File: src/rtl/fir_sample_delay_line.sv
// rtl/fir_sample_delay_line.sv - parametrised FIR input delay line streaming TAPS samples per input
//
// Ports:
//   clk, rst                    single clock, asynchronous active-high reset
//   in_valid/in_ready/in_data   sample input handshake
//   tap_valid/tap_ready         tap output handshake
//   tap_data/tap_idx/tap_last   x[n-k], k (0 = newest), high with k == TAPS-1
//   busy                        high while clearing or scanning
//   flush                       present only when FIR_DL_FLUSH_EN is defined
//
// Optional feature macro: FIR_DL_FLUSH_EN (adds the flush input).
module fir_sample_delay_line #(
    parameter int DATA_W = 16,
    parameter int TAPS   = 64,
    localparam int ADDR_W = $clog2(TAPS)
) (
    input  logic              clk,
    input  logic              rst,
    input  logic              in_valid,
    output logic              in_ready,
    input  logic [DATA_W-1:0] in_data,
    output logic              tap_valid,
    input  logic              tap_ready,
    output logic [DATA_W-1:0] tap_data,
    output logic [ADDR_W-1:0] tap_idx,
    output logic              tap_last,
`ifdef FIR_DL_FLUSH_EN
    input  logic              flush,
`endif
    output logic              busy
);

    typedef enum logic [1:0] {
        ST_CLEAR = 2'd0,
        ST_IDLE  = 2'd1,
        ST_SCAN  = 2'd2
    } state_t;

    localparam logic [ADDR_W-1:0] LAST_IDX = ADDR_W'(TAPS - 1);

    state_t             state;
    state_t             state_nxt;
    logic [ADDR_W-1:0]  cnt;
    logic [ADDR_W-1:0]  wptr;
    logic [ADDR_W-1:0]  base;
    logic [ADDR_W-1:0]  nxt_idx;
    logic [ADDR_W-1:0]  rd_addr;
    logic               accept;
    logic               flush_req;
    logic [DATA_W-1:0]  mem [TAPS];

`ifdef FIR_DL_FLUSH_EN
    assign flush_req = flush;
`else
    assign flush_req = 1'b0;
`endif

    // Address of the next tap to present; base - k wraps modulo TAPS by width.
    assign nxt_idx = tap_idx + ADDR_W'(1);
    assign rd_addr = base - nxt_idx;

    always_comb begin
        state_nxt = state;
        accept    = 1'b0;
        in_ready  = 1'b0;
        busy      = 1'b0;
        case (state)
            ST_CLEAR: begin
                // busy is forced low while rst is held so every output reads 0 in reset
                busy = !rst;
                if (cnt == LAST_IDX) begin
                    state_nxt = ST_IDLE;
                end
            end
            ST_IDLE: begin
                in_ready = !flush_req;
                accept   = in_valid && !flush_req;
                if (flush_req) begin
                    state_nxt = ST_CLEAR;
                end else if (in_valid) begin
                    state_nxt = ST_SCAN;
                end
            end
            ST_SCAN: begin
                busy = 1'b1;
                if (flush_req) begin
                    state_nxt = ST_CLEAR;
                end else if (tap_valid && tap_ready && tap_last) begin
                    state_nxt = ST_IDLE;
                end
            end
            default: begin
                state_nxt = ST_CLEAR;
            end
        endcase
    end

    always_ff @(posedge clk or posedge rst) begin
        if (rst) begin
            state     <= ST_CLEAR;
            cnt       <= '0;
            wptr      <= '0;
            base      <= '0;
            tap_valid <= 1'b0;
            tap_data  <= '0;
            tap_idx   <= '0;
            tap_last  <= 1'b0;
        end else begin
            state <= state_nxt;
            case (state)
                ST_CLEAR: begin
                    // wraps back to 0 on the final clear cycle, ready for the next clear
                    cnt <= cnt + ADDR_W'(1);
                end
                ST_IDLE: begin
                    if (flush_req) begin
                        wptr <= '0;
                        cnt  <= '0;
                    end else if (accept) begin
                        base      <= wptr;
                        wptr      <= wptr + ADDR_W'(1);
                        tap_valid <= 1'b1;
                        // tap 0 is the sample being written this edge, so bypass the array
                        tap_data  <= in_data;
                        tap_idx   <= '0;
                        tap_last  <= 1'b0;
                    end
                end
                ST_SCAN: begin
                    if (flush_req) begin
                        wptr      <= '0;
                        cnt       <= '0;
                        tap_valid <= 1'b0;
                        tap_data  <= '0;
                        tap_idx   <= '0;
                        tap_last  <= 1'b0;
                    end else if (tap_valid && tap_ready) begin
                        if (tap_last) begin
                            tap_valid <= 1'b0;
                            tap_data  <= '0;
                            tap_idx   <= '0;
                            tap_last  <= 1'b0;
                        end else begin
                            tap_idx  <= nxt_idx;
                            tap_data <= mem[rd_addr];
                            tap_last <= (nxt_idx == LAST_IDX);
                        end
                    end
                end
                default: begin
                    cnt <= '0;
                end
            endcase
        end
    end

    // Storage has no reset; the CLEAR sweep zeroes it after every reset or flush.
    always_ff @(posedge clk) begin
        if (state == ST_CLEAR) begin
            mem[cnt] <= '0;
        end else if (accept) begin
            mem[wptr] <= in_data;
        end
    end

endmodule

File: config.mk
export PLATFORM = sky130hd
export DESIGN_NAME = fir_sample_delay_line
export DESIGN_NICKNAME = d
export VERILOG_FILES = /design/src/rtl/fir_sample_delay_line.sv
export SDC_FILE = /design/constraint.sdc
export NUM_CORES = 1
export LEC_CHECK = 0
export CAP_MARGIN = 40
export CORE_ASPECT_RATIO = 0.9
export CORE_MARGIN = 4
export CORE_UTILIZATION = 56
export CTS_CLUSTER_SIZE = 40
export DETAILED_ROUTE_END_ITERATION = 10
export HOLD_SLACK_MARGIN = 0.05
export PLACE_DENSITY = 0.75
export SYNTH_ARGS = -nofsm -noshare
export SYNTH_HDL_FRONTEND = slang
export SYNTH_SLANG_ARGS = --single-unit
File: constraint.sdc
create_clock -name clk -period 3.7 [get_ports clk]
set_clock_uncertainty 0.15 [all_clocks]
set_input_delay 0.74 -clock clk [delete_from_list [all_inputs] [get_ports clk]]
set_output_delay 0.74 -clock clk [all_outputs]
set_load 0.05 [all_outputs]
==> out/metrics.cfg, run 1 <==
[route]
vias=22900
drtIter0Drc=3404
antenna_left=0
routed_via_density=6.76
drcViolationCount=0
firstDrtPassIters=6
drt_wl_total_mm=114
post_drt_wl_per_cell_um=33.6

[timing]
post-route-period-util=1.00
finalSetupViolCount=1
tns_ns=-0.00299
tightest_slew_ns=0.783
finalMaxSlewViolations=0
worst_slack_ns=-0.00299
relSlewSlack=0.473
fmax_mhz=270
layout_min_cycle_time_ns=3.70
rsz0062_at_grt=yes
hold_viol=0

[synth]
synth-xor-area-share=0.00405
synth_warnings=0
synthFlopType=edfxtp_1
ys_async_sr_fraction=0.0412
ys_seq_area_frac=0.757
syn_area_per_cell_um2=20.8
synth_top_family_by_area=multiplexers
synth_compound_area_frac=0.0253
synth_nets=2061
synthAdderAreaFrac=0.00434
syn_area_mm2=0.0421
synth_edf_count=1024
ys_ff_latch=1068
synth_mux_area_frac=0.159
ys_types=53
yosys.area_share.simple=0.0367
syn_inst=2027

[place]
placed_cells=3165
placedInstanceArea_mm2=0.0463
port_buffers=45
hpwl_mm=69.0
pre_cts_slack_ns=-0.174
gp_congestion=0.931

[outcome]
violations=negative setup slack
status=finished, violations left

[clock_tree]
clkTransAtPathRegs_ns=0.07
numCtsBuffers=103
cts_max_path_buffers=3
cts-root-buf=clkbuf_16
clk_latency_ns=0.67
h-tree-depth=3
cts_tree=built
cts_hold_buf=0
cts_sinks=1068

[pwr]
power_density_mw_per_mm2=472
peakVddDrop_mv=0.449
finalPower_uw=23800
p_leak_uw=0.0145

[floorplanning]
coreArea_mm2=0.0745
fp.dieH_um=268
initial_core_util=0.564
num_io_pins=46
rows=95
die_x_um=297
die_area_mm2=0.0796

[worst_setup_path]
crit_type=flip-flop to flip-flop
crit_path_max_incr_delay_ns=0.87
cp_slowest_cell=fa_4
worstPathCellList=inv_4 > ha_4 > fa_4 > buf_4 > clkbuf_16 > mux4_2 > and3_1 > a2111o_1 > nand4_1 > o32ai_1 > o2bb2ai_1
worst_setup_path_start_kind=flip-flop
arrival_ns=4.10
crit_required_ns=4.09
crit_fanout=10
endpoint_kind=flip-flop

[cells_and_area]
nets=2362
fin_area_mm2=0.0505
final_cells=3383
num-fill-cells=4468
final_cell_mix=1024 x edfxtp_1, 271 x mux4_2, 140 x buf_4
synthToLayoutAreaGrowth_pct=20.0
diodes=0
drive_gt1_frac=0.323
final_common_cell=edfxtp_1

[global_routing]
grt_max_degree=65
grt_pass1_vias=22500
antenna_found_initial=2
grt_pass1_wl_mm=163
grt_usage=0.286
grt.overflow.total=0

[job]
maxCapViolCount=0

[hold_path]
hp-class=flip-flop to flip-flop

==> final cells by class <==
class | instances | area [um2] | area share
well taps | 970 | 1210 | 0.0241
inverters | 18 | 70.1 | 0.00139
repair buffers | 304 | 3840 | 0.0761
clock buffers | 128 | 2790 | 0.0553
flip-flops and latches | 1068 | 31900 | 0.631
clock inverters | 62 | 667 | 0.0132
multi-input cells | 833 | 10000 | 0.199
==> cell usage after synthesis, types with 19 or more instances <==
library cell | instances | area [um2]
nor2_1 | 95 | 357
mux2_2 | 20 | 225
dfrtp_1 | 44 | 1100
mux4_2 | 271 | 6100
edfxtp_1 | 1024 | 30700
mux2i_1 | 34 | 340
nand3_1 | 29 | 145
nand2_1 | 116 | 435
a21oi_1 | 19 | 95.1
clkbuf_1 | 56 | 210
and3_1 | 23 | 144
nand4_1 | 26 | 163
buf_2 | 34 | 170
o21ai_0 | 20 | 100
==> layer usage <==
metal  routed length [um]  vias up  track usage
met4                 3800        2       0.0921
li1                     -     9036            -
met1                42100    11900        0.421
met3                15300      216       0.0749
met2                52500     1706        0.429
met5                   11        -            0
==> power by group <==
part	internal, uW	switching (uW)
logic	19.8	28.7
clock network	6210	4530
registers	13000	0
==> worst max-delay path, delay by kind of cell, from the launching register on <==
family,cells,cell delay (ns)
mux,1,0.31
compound gates,3,0.71
flops,1,0.44
simple gates,2,0.40
buf+inv,3,0.49
fa+ha+maj,2,1.07
==> metrics by stage <==
stage / utilization / hold slack [ns]
2_1_floorplan: - / 0.336
3_3_place_gp: 0.621 / 0.368
3_5_place_dp: 0.621 / 0.367
4_1_cts: 0.671 / 0.392
5_1_grt: 0.677 / 0.409
6_report: 0.677 / 0.393
==> sequential cells by signal (all words and copies together) (netlist names) <==
name,flops
base,6
cnt,6
mem,1024
state,2
tap_data,16
tap_idx,6
tap_last,1
tap_valid,1
wptr,6
==> cell families (layout without fill, tap and decap cells) <==
family,after synthesis,after routing
flops,1068,1068
simple gates,335,336
compound gates,140,140
xor+xnor,17,17
fa+ha+maj,14,14
mux,326,326
buf+inv,127,512
==> what timing repair did <==
action	CTS	global route
cloned	2	5
setup endpoints to repair	16	16
resized for setup	31	39
setup buffers	7	14
pin swaps	6	22
endpoints found under the hold margin	0	0
==> final timing paths <==
path	startpoint	end	slack, ns	cells past startpoint
setup / recovery	tap_idx[0]	tap_data[6]	-0.003	11
hold / removal	base[5]	base[5]	0.39	1
setup reg to reg	tap_idx[0]	tap_data[6]	-0.003	11
hold reg to reg	base[5]	base[5]	0.39	1
max in group asynchronous	rst	tap_idx[1]	2.41	3
min in group asynchronous	rst	state[0]	0.47	3
No activity file was read; power rests on OpenSTA's default activity.
==> run 2: changes to the inputs <==
CORE_UTILIZATION = 55   (was 56)
PLACE_DENSITY = 0.74   (was 0.75)
==> out/metrics.cfg, run 2 (synthesized netlist as in run 1, its figures left out) <==
[clock_tree]
cts_tree=built
clkTransAtPathRegs_ns=0.07  ; about the same
numCtsBuffers=98  ; -4.9%
clk_latency_ns=0.67  ; about the same
cts_sinks=1068  ; unchanged
cts-root-buf=clkbuf_16
cts_max_path_buffers=3  ; unchanged
h-tree-depth=3  ; unchanged

[pwr]
p_int_uw=18300  ; -4.9%
p_sw_frac=0.193  ; +0.00215
pwr-share-clk=0.424  ; -0.027
peakVddDrop_mv=0.417  ; -7.1%
p_leak_uw=0.0142  ; -2.4%
power_switching_uw=4390  ; -3.6%
power_density_mw_per_mm2=457  ; -3.1%
power_frac_seq=0.574  ; +0.027
combPwrFrac=0.002  ; about the same

[floorplanning]
rows=95  ; unchanged
coreArea_mm2=0.0752  ; +0.96%
fp.dieH_um=270  ; +0.88%
initial_core_util=0.559  ; -0.00535
die_x_um=299  ; +0.88%
num_io_pins=46  ; unchanged
die_area_mm2=0.0810  ; +1.8%

[timing]
relSlewSlack=0.435  ; -0.0381
rsz0062_at_grt=yes
hold_viol=0  ; unchanged
post-route-period-util=0.993  ; -0.00765
tns_ns=0  ; +0.00299 ns
finalSetupViolCount=0  ; -1
fmax_mhz=272  ; +0.77%
hold_ws_ns=0.403  ; +0.0108 ns
tightest_slew_ns=0.839  ; +0.0566 ns
layout_min_cycle_time_ns=3.67  ; -0.0283 ns
finalMaxSlewViolations=0  ; unchanged

[global_routing]
grt_usage=0.275  ; -0.0107
grt_pass1_wl_mm=161  ; -1.7%
grt_pass1_vias=22200  ; -1.4%
antenna_found_initial=3  ; +1
grt.overflow.total=0  ; unchanged
grt_max_degree=65  ; unchanged

[worst_setup_path]
cp_slowest_cell=dfrtp_2
crit_fanout=15  ; +5
cpLargestDelayFamily=buffers and inverters
path_common_cell=buf_4
crit_required_ns=4.10  ; about the same
arrival_ns=4.07  ; -0.03 ns
critPathLaunch=tap_idx[0]
crit_type=flip-flop to flip-flop
worstReg2RegStart=tap_idx[0]
worst_setup_path_start_kind=flip-flop
worstPathCellList=buf_4 > ha_2 > xnor2_2 > ha_4 > and3b_4 > or3_1 > buf_4 > nand2_4 > buf_12 > buf_6 > mux2i_2 > a22o_1 > o32ai_1 > o2bb2ai_1
endpoint_kind=flip-flop
cp_num_buf_inv=4  ; +1
crit_path_max_incr_delay_ns=0.44  ; -0.43 ns

[cells_and_area]
largest_register=mem
fin_area_mm2=0.0497  ; -1.5%
synthToLayoutAreaGrowth_pct=18.1
nets=2319  ; -1.8%
drive_gt1_frac=0.303  ; -0.0205
final_cells=3380  ; -0.089%
final_common_cell=edfxtp_1
top_regs=mem x1024, tap_data x16
largest_reg_flops=1024  ; unchanged
diodes=0  ; unchanged
final_cell_mix=1024 x edfxtp_1, 271 x mux4_2, 115 x nand2_1

[place]
placed_cells=3186  ; +0.66%
port_buffers=45  ; unchanged
hpwl_mm=66.8  ; -3.2%
gp_congestion=0.891  ; -4.3%
placedInstanceArea_mm2=0.0461  ; -0.34%

[job]
maxCapViolCount=0  ; unchanged

[hold_path]
hp-class=flip-flop to flip-flop
hp-start=tap_valid

[route]
routed_via_density=6.68  ; -1.2%
drcViolationCount=0  ; unchanged
wl_met3_mm=14.4  ; -5.6%
antenna_left=0  ; unchanged
routed.top_layer=met5
firstDrtPassIters=6  ; unchanged
wl_met1_mm=42.0  ; -0.31%
post_drt_wl_per_cell_um=32.8  ; -2.5%
drt_wl_total_mm=111  ; -2.5%
vias=22600  ; -1.3%
drtIter0Drc=3693  ; +8.5%
met2_length_mm=51.3  ; -2.4%

[outcome]
status=complete, no violations

[run 2: final cells by class]
class	count	area, um2
Clock inverter	54	458
Timing Repair Buffer	267	3530
Clock buffer	123	2560
Inverter	18	70.1
Sequential cell	1068	31900
Multi-Input combinational cell	832	9940
Tap cell	1018	1270
Fill cell	4678	25600
[run 2: metal layers]
layer	vias up	GRT usage
li1	8946	-
met2	1595	0.407
met1	11800	0.415
met4	4	0.0734
met5	-	0
met3	194	0.0724
[run 2: timing repair]
item,CTS,global route
gates resized for setup,27,24
setup endpoints to repair,14,16
gates cloned,4,3
hold buffers,0,0
buffers inserted,5,6
pin swaps,3,12
[run 2: worst paths after layout]
path	end	slack, ns	cells past startpoint
max in group asynchronous	tap_idx[0]	2.42	3
worst max-delay path	tap_data[15]	0.03	14
worst min-delay path	tap_valid	0.40	1
worst max register to register	tap_data[15]	0.03	14
min in group asynchronous	base[4]	0.46	3
worst min register to register	tap_valid	0.40	1
[run 2: per-stage QoR]
stage	util	setup WS, ns	power, uW
floorplan	-	-0.112	13300
global placement	0.613	-0.0997	13300
detailed placement	0.613	-0.192	13300
CTS	0.657	-0.0328	22800
global route	0.660	-0.0465	23300
finish	0.660	0.0253	22700
[run 2: power groups by stage]
stage	Clock (uW)	Sequential, uW	Combinational [uW]
after global routing	10300	13000	48.2
after global placement	0	13300	45.7
after floorplan	0	13300	9.90
after detailed placement	0	13300	45.1
final	9630	13000	46.5
after CTS	9720	13000	45.6
